### config.mk
export PLATFORM = sky130hd
export DESIGN_NAME = rptr_rempty_lvl
export DESIGN_NICKNAME = d
export VERILOG_FILES = /design/src/rtl/rptr_pkg.sv /design/src/rtl/gray2bin_comb.sv /design/src/rtl/rptr_rempty_lvl.sv
export SDC_FILE = /design/constraint.sdc
export NUM_CORES = 1
export LEC_CHECK = 0
export CORE_MARGIN = 1
export CORE_UTILIZATION = 41
export CTS_BUF_LIST = sky130_fd_sc_hd__clkbuf_4 sky130_fd_sc_hd__clkbuf_8 sky130_fd_sc_hd__clkbuf_16
export DETAILED_ROUTE_END_ITERATION = 10
export PLACE_DENSITY_LB_ADDON = 0.15
export REMOVE_ABC_BUFFERS = 1
export SLEW_MARGIN = 0
export SYNTH_ARGS = -nofsm -noshare
export SYNTH_HDL_FRONTEND = slang
export SYNTH_SLANG_ARGS = --single-unit
### constraint.sdc
create_clock -name rclk -period 2.6 [get_ports rclk]
set_clock_uncertainty 0.2 [all_clocks]
set_input_delay 0.26 -clock rclk [delete_from_list [all_inputs] [get_ports rclk]]
set_output_delay 0.26 -clock rclk [all_outputs]
set_load 0.05 [all_outputs]
### src/rtl/rptr_pkg.sv
// rptr_pkg: Gray/binary helpers and default pointer type for the read-pointer block
// Functions work on 32-bit vectors; callers cast to their AWIDTH+1 pointer width.
package rptr_pkg;
  localparam int PTR_W = 4;
  typedef logic [PTR_W-1:0] ptr_t;
  function automatic logic [31:0] bin2gray(input logic [31:0] b);
    return b ^ (b >> 1);
  endfunction
  function automatic logic [31:0] gray2bin(input logic [31:0] g);
    logic [31:0] b;
    b[31] = g[31];
    for (int i = 30; i >= 0; i--) b[i] = b[i+1] ^ g[i];
    return b;
  endfunction
endpackage

### src/rtl/gray2bin_comb.sv
// gray2bin_comb: combinational Gray to binary conversion of width W
// Ports: i_gray [W-1:0] Gray input, o_bin [W-1:0] binary output.
module gray2bin_comb #(
  parameter int W = 4
) (
  input  logic [W-1:0] i_gray,
  output logic [W-1:0] o_bin
);
  for (genvar i = 0; i < W; i++) begin : g_bit
    assign o_bin[i] = ^i_gray[W-1:i];
  end
endmodule

### src/rtl/rptr_rempty_lvl.sv
// rptr_rempty_lvl: async-FIFO read pointer, Gray pointer, empty/almost-empty flags and fill level
// Ports: rclk, rrst (async, active-high), rinc (pop request), rwptr_gray (synchronised write ptr),
//        raddr (RAM read address), rptr (Gray read ptr), rempty, ralmost_empty, rlevel,
//        runderflow / runderflow_clr present only when RPTR_UNDERFLOW_EN is defined.
module rptr_rempty_lvl
  import rptr_pkg::*;
#(
  parameter int AWIDTH   = 3,
  parameter int AE_LEVEL = 1
) (
  input  logic              rclk,
  input  logic              rrst,
  input  logic              rinc,
  input  logic [AWIDTH:0]   rwptr_gray,
  output logic [AWIDTH-1:0] raddr,
  output logic [AWIDTH:0]   rptr,
  output logic              rempty,
  output logic              ralmost_empty,
`ifdef RPTR_UNDERFLOW_EN
  output logic [AWIDTH:0]   rlevel,
  output logic              runderflow,
  input  logic              runderflow_clr
`else
  output logic [AWIDTH:0]   rlevel
`endif
);
  logic [AWIDTH:0] r_bin, w_bnext, w_gnext, w_wbin, w_lvl_next;
  logic            w_rd_en;
  gray2bin_comb #(.W(AWIDTH + 1)) u_g2b (.i_gray(rwptr_gray), .o_bin(w_wbin));
  assign w_rd_en    = rinc & ~rempty;
  assign w_bnext    = r_bin + {{AWIDTH{1'b0}}, w_rd_en};
  assign w_gnext    = (AWIDTH + 1)'(bin2gray(32'(w_bnext)));
  // Modulo subtraction yields 0 .. 2**AWIDTH since the MSB disambiguates full from empty
  assign w_lvl_next = w_wbin - w_bnext;
  assign raddr      = r_bin[AWIDTH-1:0];
  always_ff @(posedge rclk or posedge rrst) begin
    if (rrst) begin
      r_bin         <= '0;
      rptr          <= '0;
      rempty        <= 1'b1;
      ralmost_empty <= 1'b1;
      rlevel        <= '0;
    end else begin
      r_bin         <= w_bnext;
      rptr          <= w_gnext;
      rempty        <= w_gnext == rwptr_gray;
      ralmost_empty <= w_lvl_next <= (AWIDTH + 1)'(AE_LEVEL);
      rlevel        <= w_lvl_next;
    end
  end
`ifdef RPTR_UNDERFLOW_EN
  always_ff @(posedge rclk or posedge rrst) begin
    if (rrst) runderflow <= 1'b0;
    else runderflow <= (rinc & rempty) | (runderflow & ~runderflow_clr);
  end
`endif
endmodule

==> results.cfg, run 1 <==
[final_layout]
drive_gt1_share_pct = 25.8
syn_to_final_growth_pct = 48.4
antennaDiodeCount = 0
nets = 109
final_cell_area_sq_um = 1090

[yosys]
syn_avg_cell_area_sq_um = 11.1
yosysTopAreaCellShare_pct = 37.6
ys_ff_latch = 13
synth_top_flop_cell = dfrtp_1
syn_area_sq_um = 732
synth_cell_types = 26
ys_top_cells_by_count = 11 x dfrtp_1, 8 x xnor2_1, 7 x xor2_1
synthCells = 66
synth-edff-count = 0
ys_top_cells_by_area = dfrtp_1 38%, xnor2_1 9.6%, xor2_1 8.4%
async_flop_share_pct = 100
yosysSeqAreaShare_pct = 44.8
post-synth-top-area-cell = dfrtp_1
yosysWarnings = 0
yosysMostFrequentCell = dfrtp_1

[setup_path]
path_class = input port to flop
critPathRequiredTime_ns = 2.57
arrival_ns = 2.51
cp-end-kind = flop
worst-path-max-fanout = 3
startpoint_type = input port

[sta]
period_share_pct = 97.5
hold_viol_final = 0
grt_setup_unrepaired = true
fin_hold_ws_ns = 0.105
period_minus_slack_ns = 2.54
timing.fmax_ghz = 0.394
setup_viol = 0
slew_headroom_pct = 66.1
finalMaxSlewViolations = 0
tns_ns = 0
worstMarginPinSlew_ns = 0.506

[clock_tree]
cts_tree = done
max-clock-path-buffers = 2
postCtsHoldBufs = 0
cts.reportedPaths.clkPinSlew_ns = 0.08
cts.sink_count = 13
clock_latency_ns = 0.27
root_buffer = clkbuf_4
numCtsBuffers = 3
htreeDepth = 1

[route]
remaining_drc_errors = 0
wirelength_um = 1370
viasPerCell = 4.60
firstDrtPassIters = 7
ant_nets = 0
drtIter0Drc = 11
num_vias = 556
wire_per_inst_um = 11.3

[die]
core_area_sq_um = 1590
die_h_um = 44.3
die-area_sq_um = 1960
start_util_pct = 45.9
row_count = 14
die_w_um = 44.3
ioPinCount = 20

[grt]
grt_use_total_pct = 16.9
grt_antenna_before_repair = 0
grt_max_degree = 14
grt_remaining_overflow = 0
grt_pass1_wl_um = 2340
grt_pass1_vias = 525

[place]
gp_congestion = 0.869
place_area_sq_um = 1020
io_buffers = 19
hpwl_um = 1090

[worst_hold_path]
min_path_type = input port to asynchronous set/reset pin

[run]
maxCapViolations = 0

[status]
status = finished clean
critical path, cell delays in order:
cell	delay, ns
clkdlybuf4s50_1	0.52
xor2_2	0.20
xnor2_2	0.15
xor2_1	0.17
ha_2	0.22
nor2_1	0.07
maj3_2	0.31
a211o_1	0.32
a2111oi_4	0.29
through the flow:
step	cells	util, %	setup slack [ns]
final	121	68.1	0.0639
after detailed placement	117	63.8	-0.254
after floorplan	64	-	-0.128
after CTS	121	65.7	0.0137
after global placement	117	63.8	-0.163
after global routing	121	68.1	-0.0202
cell type report:
class                   instances  area (sq um)
flip-flops and latches         13           328
clock buffers                   4          30.0
repair buffers                 29           268
multi-input cells              47           415
inverters                       4          15.0
fillers                       122           508
well taps                      24          30.0
final timing paths:
| kind | slack (ns) | cells past startpoint | start | endpoint |
|---|---|---|---|---|
| worst min-delay path | 0.10 | 2 | rrst | rptr[1]$_DFF_PP0_ |
| worst min register to register | 0.38 | 1 | r_bin[2]$_DFF_PP0_ | rempty$_DFF_PP1_ |
| worst max register to register | 0.12 | 7 | rempty$_DFF_PP1_ | ralmost_empty$_DFF_PP1_ |
| max in group asynchronous | 1.74 | 2 | rrst | ralmost_empty$_DFF_PP1_ |
| min in group rclk | 0.38 | 1 | r_bin[2]$_DFF_PP0_ | rempty$_DFF_PP1_ |
| worst max-delay path | 0.06 | 9 | rwptr_gray[2] | ralmost_empty$_DFF_PP1_ |
repair_timing:
action	in CTS	in global routing
endpoints found under the setup margin	0	3
setup buffers	0	0
resized for setup	0	6
registers in the layout (all words and copies together) (netlist names):
signal         cells
ralmost_empty      1
r_bin              4
rlevel             4
rptr               3
rempty             1
cell families (layout without fill, tap and decap cells):
logic type | after synthesis | after routing | share of synthesized area, %
multiplexers | 2 | 2 | 2.91
buffers and inverters | 6 | 37 | 3.42
adder cells (fa/ha/maj) | 6 | 6 | 9.74
flip-flops | 13 | 13 | 44.8
XOR/XNOR | 16 | 16 | 20.2
AND/OR/NAND/NOR | 16 | 16 | 10.6
AO/OA/AOI/OAI | 7 | 7 | 8.38
layout by cell type (no fill, tap or decap), drive strengths merged, types with 2 or more instances in the layout:
cell           instances
clkdlybuf4s50         18
and2                   2
nand2                  5
xnor2                  8
nor2b                  2
a2111oi                2
xor2                   8
nor2                   4
inv                    4
maj3                   2
a211o                  2
buf                   10
ha                     4
dfrtp                 11
clkbuf                 4
dfstp                  2
layer usage:
layer  GRT usage [%]  vias up  wire, um
li1                -      281         -
met1            23.6      254       673
met2            25.0       17       609
met3            1.63        4        46
met4            10.9        0        41
met5               0        -         0
Power of run 1 is left out: the tool's default activity adds up to more than one toggle a clock period on the data nets, which glitch-free logic cannot reach.
==> run 2: changes to the inputs <==
CAP_MARGIN = 20   (was not set)
==> results of run 2 <==
Final layout, timing and power as in run 1 (identical DEF).
Power of run 2 is left out for the same reason.
==> run 3: changes to the inputs <==
RECOVER_POWER = 100   (was not set)
==> results.cfg, run 3 (synthesis results as in run 1) <==
[die]
die_h_um = 44.3
ioPinCount = 20
die-area_sq_um = 1960
core_area_sq_um = 1590
start_util_pct = 45.9
row_count = 14
die_w_um = 44.3

[sta]
timing.fmax_ghz = 0.394
worstMarginPinSlew_ns = 0.513
setup_viol = 0
slew_headroom_pct = 65.7
period_share_pct = 97.5
period_minus_slack_ns = 2.54
finalWorstSetupSlack_ns = 0.0638
finalMaxSlewViolations = 0
tns_ns = 0
hold_viol_final = 0
grt_setup_unrepaired = true

[final_layout]
fin_util_pct = 67.9
syn_to_final_growth_pct = 47.9
final_cell_mix = 11 x dfrtp_1, 9 x clkdlybuf4s50_1, 9 x dlygate4sd3_1, 9 x buf_4
n_fill_cell = 124
drive_gt1_share_pct = 24.7
antennaDiodeCount = 0
reg_top3 = r_bin x4, rlevel x4, rptr x3
nets = 109
final_common_cell = dfrtp_1
instances_no_fill = 121

[clock_tree]
numCtsBuffers = 3
cts.sink_count = 13
root_buffer = clkbuf_4
htreeDepth = 1
post_cts.repair.setup_buffers = 0
cts.reportedPaths.clkPinSlew_ns = 0.08
clock_latency_ns = 0.27
cts_tree = done
max-clock-path-buffers = 2

[place]
hpwl_um = 1090
preCtsSetupSlack_ns = -0.254
dp_cells = 117
io_buffers = 19
gp_congestion = 0.869

[setup_path]
critPathMaxStageDelay_ns = 0.52
regToRegSetupSlack_ns = 0.12
cp_cell_sequence = clkdlybuf4s50_1 -> xor2_2 -> xnor2_2 -> xor2_1 -> ha_2 -> nor2_1 -> maj3_2 -> a211o_1 -> a2111oi_4
critPathRequiredTime_ns = 2.57
arrival_ns = 2.51
cpMaxStageDelayCell = clkdlybuf4s50_1
startpoint_type = input port
cp-end-kind = flop
worst-path-max-fanout = 3
path_class = input port to flop

[route]
drtIter0Drc = 11
firstDrtPassIters = 7
wire_per_inst_um = 11.3
ant_nets = 0
remaining_drc_errors = 0
wirelength_um = 1370
num_vias = 556
viasPerCell = 4.60

[run]
maxCapViolations = 0

[grt]
grt_remaining_overflow = 0
grt_use_total_pct = 16.9
grt_antenna_before_repair = 0
grt_pass1_vias = 525
grt_pass1_wl_um = 2340
grt_max_degree = 14

[worst_hold_path]
min_path_type = input port to asynchronous set/reset pin

[status]
status = finished clean
-- run 3: path summary, 6_finish.rpt --
kind / to / cells past startpoint / from
worst max register to register: ralmost_empty$_DFF_PP1_ / 7 / rempty$_DFF_PP1_
worst max-delay path: ralmost_empty$_DFF_PP1_ / 9 / rwptr_gray[2]
min in group rclk: rempty$_DFF_PP1_ / 1 / r_bin[2]$_DFF_PP0_
worst min register to register: rempty$_DFF_PP1_ / 1 / r_bin[2]$_DFF_PP0_
max in group asynchronous: ralmost_empty$_DFF_PP1_ / 2 / rrst
worst min-delay path: rptr[1]$_DFF_PP0_ / 2 / rrst
-- run 3: repair_timing --
action	in CTS	in global routing
hold buffers	0	0
setup endpoints to repair	0	3
resized for setup	0	6
-- run 3: stage by stage --
| stage | instance area [sq um] | hold slack, ns |
|---|---|---|
| final | 1080 | 0.242 |
| after global routing | 1080 | 0.290 |
| after CTS | 1050 | 0.121 |
| after detailed placement | 1020 | 0.385 |
| after global placement | 1020 | 0.395 |
| after floorplan | 722 | -0.0645 |
-- run 3: routing by layer --
metal / global-route usage, % / share of wire (%)
met2: 25.0 / 45
met3: 1.63 / 3.3
met1: 23.6 / 49
met5: 0 / 0
met4: 10.9 / 3.0
-- run 3: critical path, delay by kind of cell --
| kind | cells | cell delay [ns] |
|---|---|---|
| adders and majority gates | 2 | 0.53 |
| buffers and inverters | 1 | 0.52 |
| xor gates and xnor gates | 3 | 0.52 |
| and+or+nand+nor | 1 | 0.07 |
| AOI/OAI and AO/OA | 2 | 0.61 |
-- run 3: area by class of cell --
cell class / instances / area [sq um] / share of cell area, %
multi-input combinational: 47 / 415 / 38.4
sequential: 13 / 328 / 30.3
timing repair buffer: 29 / 264 / 24.4
clock buffer: 4 / 30.0 / 2.77
tap: 24 / 30.0 / 2.77
inverter: 4 / 15.0 / 1.39
Power of run 3 is left out for the same reason.
